===== src/rtl/mem_access_unit.sv =====
// mem_access_unit
// Load/store unit between a core and a word-wide, big-endian data memory
// with a fixed read latency. Sub-word stores are performed as
// read-modify-write. Illegal-size, misaligned and out-of-range requests
// are answered with a fault and never reach the memory.
//
// Ports
//   mem_Clk, Reset                  clock, synchronous active-high reset
//   req_valid / req_ready           request handshake (ready only in IDLE)
//   req_write, req_size, req_signed request kind: store, size, sign-extend
//   req_addr, req_wdata             byte address, right-justified store data
//   resp_valid, resp_rdata,
//   resp_fault                      one-cycle response
//   data_memory_a                   word-aligned memory address
//   data_memory_read/_write         one-cycle memory strobes
//   data_memory_out_v               memory write word
//   data_memory_in_v                memory read word
//
// state | meaning
// IDLE  | ready, waiting for a request
// RD    | read strobe for one cycle
// WAIT  | MEM_LATENCY cycles; read word captured on the last edge
// WR    | write strobe for one cycle
// RESP  | response pulse for one cycle
module mem_access_unit #(
    parameter int MEM_LATENCY = 1,
    parameter int ADDR_LIMIT  = 65536
) (
    input  logic        mem_Clk,
    input  logic        Reset,
    input  logic        req_valid,
    output logic        req_ready,
    input  logic        req_write,
    input  logic [1:0]  req_size,
    input  logic        req_signed,
    input  logic [31:0] req_addr,
    input  logic [31:0] req_wdata,
    output logic        resp_valid,
    output logic [31:0] resp_rdata,
    output logic        resp_fault,
    output logic [31:0] data_memory_a,
    output logic        data_memory_read,
    output logic        data_memory_write,
    output logic [31:0] data_memory_out_v,
    input  logic [31:0] data_memory_in_v
);

    typedef enum logic [2:0] {S_IDLE, S_RD, S_WAIT, S_WR, S_RESP} state_t;

    localparam logic [3:0]  WAIT_INIT = 4'(MEM_LATENCY - 1);
    localparam logic [33:0] LIMIT     = 34'(ADDR_LIMIT);

    state_t      state, state_next;
    logic        write_q, signed_q, fault_q;
    logic [1:0]  size_q, offs_q;
    logic [15:0] wdata_q;
    logic [3:0]  wait_cnt;
    logic [31:0] addr_q, out_q, rdata_q;

    logic        accept, req_fault;
    logic [4:0]  byte_sh, half_sh;
    logic [7:0]  load_byte;
    logic [15:0] load_half;
    logic [31:0] load_word, merge_word;

    assign accept = req_valid && (state == S_IDLE);

    // Range check uses the last byte of the containing word.
    assign req_fault = (req_size == 2'b11)
                    || ((req_size == 2'b01) && req_addr[0])
                    || ((req_size == 2'b10) && (req_addr[1:0] != 2'b00))
                    || ({2'b00, req_addr[31:2], 2'b11} >= LIMIT);

    // Big-endian lanes: byte o sits (3-o)*8 bits up, a half at o sits (2-o)*8.
    assign byte_sh = {~offs_q, 3'b000};
    assign half_sh = {~offs_q[1], 4'b0000};

    assign load_byte = 8'(data_memory_in_v >> byte_sh);
    assign load_half = 16'(data_memory_in_v >> half_sh);

    always_comb begin
        load_word  = data_memory_in_v;
        merge_word = data_memory_in_v;
        case (size_q)
            2'b00: begin
                load_word  = {{24{signed_q & load_byte[7]}}, load_byte};
                merge_word = (data_memory_in_v & ~(32'h0000_00FF << byte_sh))
                           | ({24'b0, wdata_q[7:0]} << byte_sh);
            end
            2'b01: begin
                load_word  = {{16{signed_q & load_half[15]}}, load_half};
                merge_word = (data_memory_in_v & ~(32'h0000_FFFF << half_sh))
                           | ({16'b0, wdata_q} << half_sh);
            end
            default: ;
        endcase
    end

    always_comb begin
        state_next = state;
        case (state)
            S_IDLE: begin
                if (req_valid) begin
                    if (req_fault)
                        state_next = S_RESP;
                    else if (req_write && (req_size == 2'b10))
                        state_next = S_WR;
                    else
                        state_next = S_RD;
                end
            end
            S_RD:   state_next = S_WAIT;
            S_WAIT: begin
                if (wait_cnt == 4'd0)
                    state_next = write_q ? S_WR : S_RESP;
            end
            S_WR:   state_next = S_RESP;
            S_RESP: state_next = S_IDLE;
            default: state_next = S_IDLE;
        endcase
    end

    always_ff @(posedge mem_Clk) begin
        if (Reset) begin
            state    <= S_IDLE;
            wait_cnt <= '0;
            write_q  <= 1'b0;
            signed_q <= 1'b0;
            fault_q  <= 1'b0;
            size_q   <= '0;
            offs_q   <= '0;
            wdata_q  <= '0;
            addr_q   <= '0;
            out_q    <= '0;
            rdata_q  <= '0;
        end else begin
            state <= state_next;
            if (accept) begin
                write_q  <= req_write;
                signed_q <= req_signed;
                fault_q  <= req_fault;
                size_q   <= req_size;
                offs_q   <= req_addr[1:0];
                wdata_q  <= req_wdata[15:0];
                addr_q   <= {req_addr[31:2], 2'b00};
                out_q    <= req_wdata;
                rdata_q  <= '0;
            end
            if (state == S_RD) begin
                wait_cnt <= WAIT_INIT;
            end else if (state == S_WAIT) begin
                if (wait_cnt != 4'd0)
                    wait_cnt <= wait_cnt - 4'd1;
                else if (write_q)
                    out_q <= merge_word;
                else
                    rdata_q <= load_word;
            end
        end
    end

    assign req_ready         = (state == S_IDLE);
    assign data_memory_read  = (state == S_RD);
    assign data_memory_write = (state == S_WR);
    assign resp_valid        = (state == S_RESP);
    assign resp_fault        = (state == S_RESP) && fault_q;
    assign resp_rdata        = rdata_q;
    assign data_memory_a     = addr_q;
    assign data_memory_out_v = out_q;

endmodule


===== config.mk =====
export PLATFORM = sky130hd
export DESIGN_NAME = mem_access_unit
export DESIGN_NICKNAME = d
export VERILOG_FILES = /design/src/rtl/mem_access_unit.sv
export SDC_FILE = /design/constraint.sdc
export NUM_CORES = 1
export LEC_CHECK = 0
export ABC_AREA = 1
export CAP_MARGIN = 20
export CORE_MARGIN = 4
export CORE_UTILIZATION = 43
export DETAILED_ROUTE_END_ITERATION = 8
export PLACE_DENSITY_LB_ADDON = 0.3
export REMOVE_ABC_BUFFERS = 1
export SYNTH_ARGS = -nofsm -noshare
export SYNTH_HDL_FRONTEND = slang
export SYNTH_SLANG_ARGS = --single-unit

===== constraint.sdc =====
create_clock -name mem_Clk -period 1.5 [get_ports mem_Clk]
set_clock_uncertainty 0.05 [all_clocks]
set_input_delay 0.15 -clock mem_Clk [delete_from_list [all_inputs] [get_ports mem_Clk]]
set_output_delay 0.15 -clock mem_Clk [all_outputs]
set_load 0.01 [all_outputs]

==> key figures <==
STA
  – RSZ-0062 raised after global routing: true
  – Slew Viols, Final: 0
  – Tmin final: 1.68 ns
  – Hold_ws: 0.239 ns
  – Setup_tns: -8.58 ns
  – Rel. slew slack: 66.1%
  – Worst Slack Setup Final: -0.175 ns
  – Final setup viols: 107
  – Slew @ Worst Pin: 0.504 ns
  – Max Freq: 0.597 GHz
  – Endpoints failing hold: 0
  – Tcrit/Tclk final: 112%

Synth
  – Simple-Gate Fraction of Synth Area: 28.2%
  – Post-synth ARST share: 0%
  – Ys Warns: 0
  – Synth top area cells: dfxtp_1 (37%), nand2_1 (17%), o21ai_0 (8.2%), a21oi_1 (7.4%), nor2_1 (5.5%)
  – Synth Area in Adders: 0.187%
  – Post-synthesis mux area share: 0%
  – Leading area contributor after synthesis: dfxtp_1
  – Post-synthesis sequential area ratio: 37.1%
  – Combinational family with the most area after synthesis: simple AND/OR/NAND/NOR gates
  – EDFF count, synth: 0
  – Top-count cell post-synth: nand2_1
  – Top-area cell type share of the netlist area: 37.1%
  – Post-synthesis area per instance: 6.57 um2
  – Xor-xnor portion of the synthesized cell area: 0%
  – Ys flop type: dfxtp_1
  – Post-synthesis cell type count: 45
  – Compound-Gate Fraction of Synth Area: 24.6%
  – Seq cells post-synth: 124
  – Netlist Area Pre-Place: 6690 um2
  – Synth top cells by count: nand2_1 (299), dfxtp_1 (124), o21ai_0 (110), a21oi_1 (99), nor2_1 (98)
  – Synth Instances: 1018

Clock tree
  – Post-CTS Hold Buffers: 0
  – CTS sink cnt: 124
  – Clock transition at the registers of the reported paths: 0.06 ns
  – CTS Buffer Depth: 2
  – Worst-Skew Late Latency: 0.43 ns
  – Cts bufs inserted: 17
  – Root Buffer: clkbuf_16
  – Htree depth: 4
  – CTS tree: done

Critical path
  – Crit path kind: flip-flop to flip-flop
  – Crit-path max cell delay: 0.36 ns
  – CP max FO: 7
  – Worst reg2reg path startpoint: state[0]
  – R2R Setup Slk: -0.18 ns
  – Type of origin of the critical path: flip-flop
  – Reg2reg end: data_memory_out_v[24]
  – Critical Path Sink Type: flip-flop
  – Worst Path Required: 1.80 ns
  – Worst Path Arrival: 1.98 ns
  – R2r worst-path depth: 10
  – CP max stage cell: dfxtp_4
  – Worst path cell trace: nor2_4, nand2_4, nor2_4, buf_12, buf_12, clkbuf_16, nand2_2, nand3_2, nand2_1, a31oi_1

Finish
  – Post-Layout Cell Count: 1525
  – FILL cells: 990
  – Register area: 2500 um2
  – Final Util: 78.7%
  – Multi-input gate area: 4360 um2
  – Area growth, synth to finish: 78.9%
  – Antenna cells: 0
  – Fraction of layout cells with a size suffix above 1: 30.2%
  – # nets final: 1428
  – Design Area, Final: 12000 um2

Detailed routing
  – Vias: 8893
  – Overall routed net length: 29800 um
  – TritonRoute pass-1 iters: 6
  – Post-route ant nets: 0
  – Routed WL per cell: 19.5 um
  – DRC: 0
  – Vias per Instance: 5.83
  – Iteration-0 DRC Markers: 1226

Placement
  – Pre-CTS WS: -0.263 ns
  – DP Wirelength: 17300 um
  – GPL Wtd Cong: 0.960
  – Placed cell areas: 9600 um2
  – DP Cell Count: 1452
  – Buffers added on ports: 201

Floorplanning
  – I/O pins: 204
  – Core ar.: 15200 um2
  – Initial Utilization: 44.0%
  – Die Width: 133 um
  – Rows: 45
  – DIE AREA: 17600 um2
  – Die height: 133 um

Power and ir drop
  – PwrDens: 914 nW/um2
  – VDD IR max: 714 uV
  – Power, Total: 10.9 mW
  – Leak Pwr: 5.82 nW

Global routing
  – Initial antenna violation count: 0
  – First-pass GRT wire length: 42200 um
  – GRT Total Usage: 29.5%
  – Largest net degree at the start of global routing: 51
  – Grt ovf: 0
  – Vias in the first global route: 8237

Run status
  – Status: finished, violations left
  – Failing checks: negative setup slack

Worst hold path
  – Worst hold endpoint: data_memory_a[17]
  – Hold crit path type: input pin to flip-flop
  – Hold wc startpoint: req_addr[17]
  – Min-Delay Path Depth: 3

Job
  – Max_cap viols: 0
-- power breakdown --
part	switching [mW]	internal [mW]	total (mW)	leakage, nW
Sequential	0.142	3.47	3.61	1.02
Clock	1.59	2.95	4.55	0.308
Combinational	1.47	1.31	2.78	4.49
-- layout by cell type, fill, tap and decap left out, drive strengths merged, types with 3 or more instances in the layout --
cell type      synthesis  final
nand2                303    303
a21oi                100    100
nor3                   5      5
a22oi                  4      4
clkdlybuf4s50          0    102
nand3                 43     43
o21a                   5      5
o2111ai                3      3
o21ai                113    113
a31oi                 37     37
o22ai                 18     18
clkinvlp               0      3
buf                   56    153
inv                   57     58
nor2                 105    105
clkbuf                19     34
clkinv                 2      4
dfxtp                124    124
dlymetal6s2s           0     30
a41oi                  5      5
bufinv                 0      4
dlygate4sd2            0     64
o211ai                 4      4
-- routing by layer --
metal  track usage (%)  vias to the layer above  wire (um)
li1                  -                     4034          -
met1              36.3                     4079      10900
met2              48.0                      602      13800
met3              8.21                      178       3540
met4              13.6                        0       1550
met5                 0                        -          0
-- layout make-up --
class	count	area share [%]
Multi-Input combinational cell	761	36.5
Timing Repair Buffer	361	33.1
Sequential cell	124	20.9
Clock buffer	22	4.05
Inverter	59	2.15
Tap cell	188	1.97
Clock inverter	10	1.35
-- worst max-delay path: cells and delay by family (launching register included) --
kind	cells	cell delay, ns
buf+inv	3	0.48
flops	1	0.36
simple gates	6	0.55
compound gates	1	0.14
-- registers in the layout (all words and copies together), names as in the netlist --
register,flops
fault_q,1
size_q,2
offs_q,2
wait_cnt,4
resp_rdata,32
signed_q,1
write_q,1
wdata_q,16
state,3
data_memory_a,30
data_memory_out_v,32
-- kinds of logic after synthesis --
logic type	after synthesis
AOI/OAI and AO/OA	295
DFF	124
and+or+nand+nor	463
buffers and inverters	134
adders and majority gates	1
other	1
-- how the worst max path moves through the flow --
stage | start | to | depth (start not counted)
detailed placement | req_valid | data_memory_out_v[31] | 7
CTS | state[2] | resp_valid | 4
floorplan | offs_q[1] | data_memory_out_v[10] | 4
finish | state[0] | data_memory_out_v[24] | 10
global placement | req_valid | data_memory_out_v[31] | 7
global route | state[0] | data_memory_out_v[24] | 10
-- what timing repair did --
item | 4_1_cts | 5_1_grt
setup endpoints to repair | 163 | 156
gates resized for setup | 202 | 239
pin swaps | 31 | 66
buffers inserted | 10 | 13
gates cloned | 6 | 13
Power figures use the tool's default switching activity.
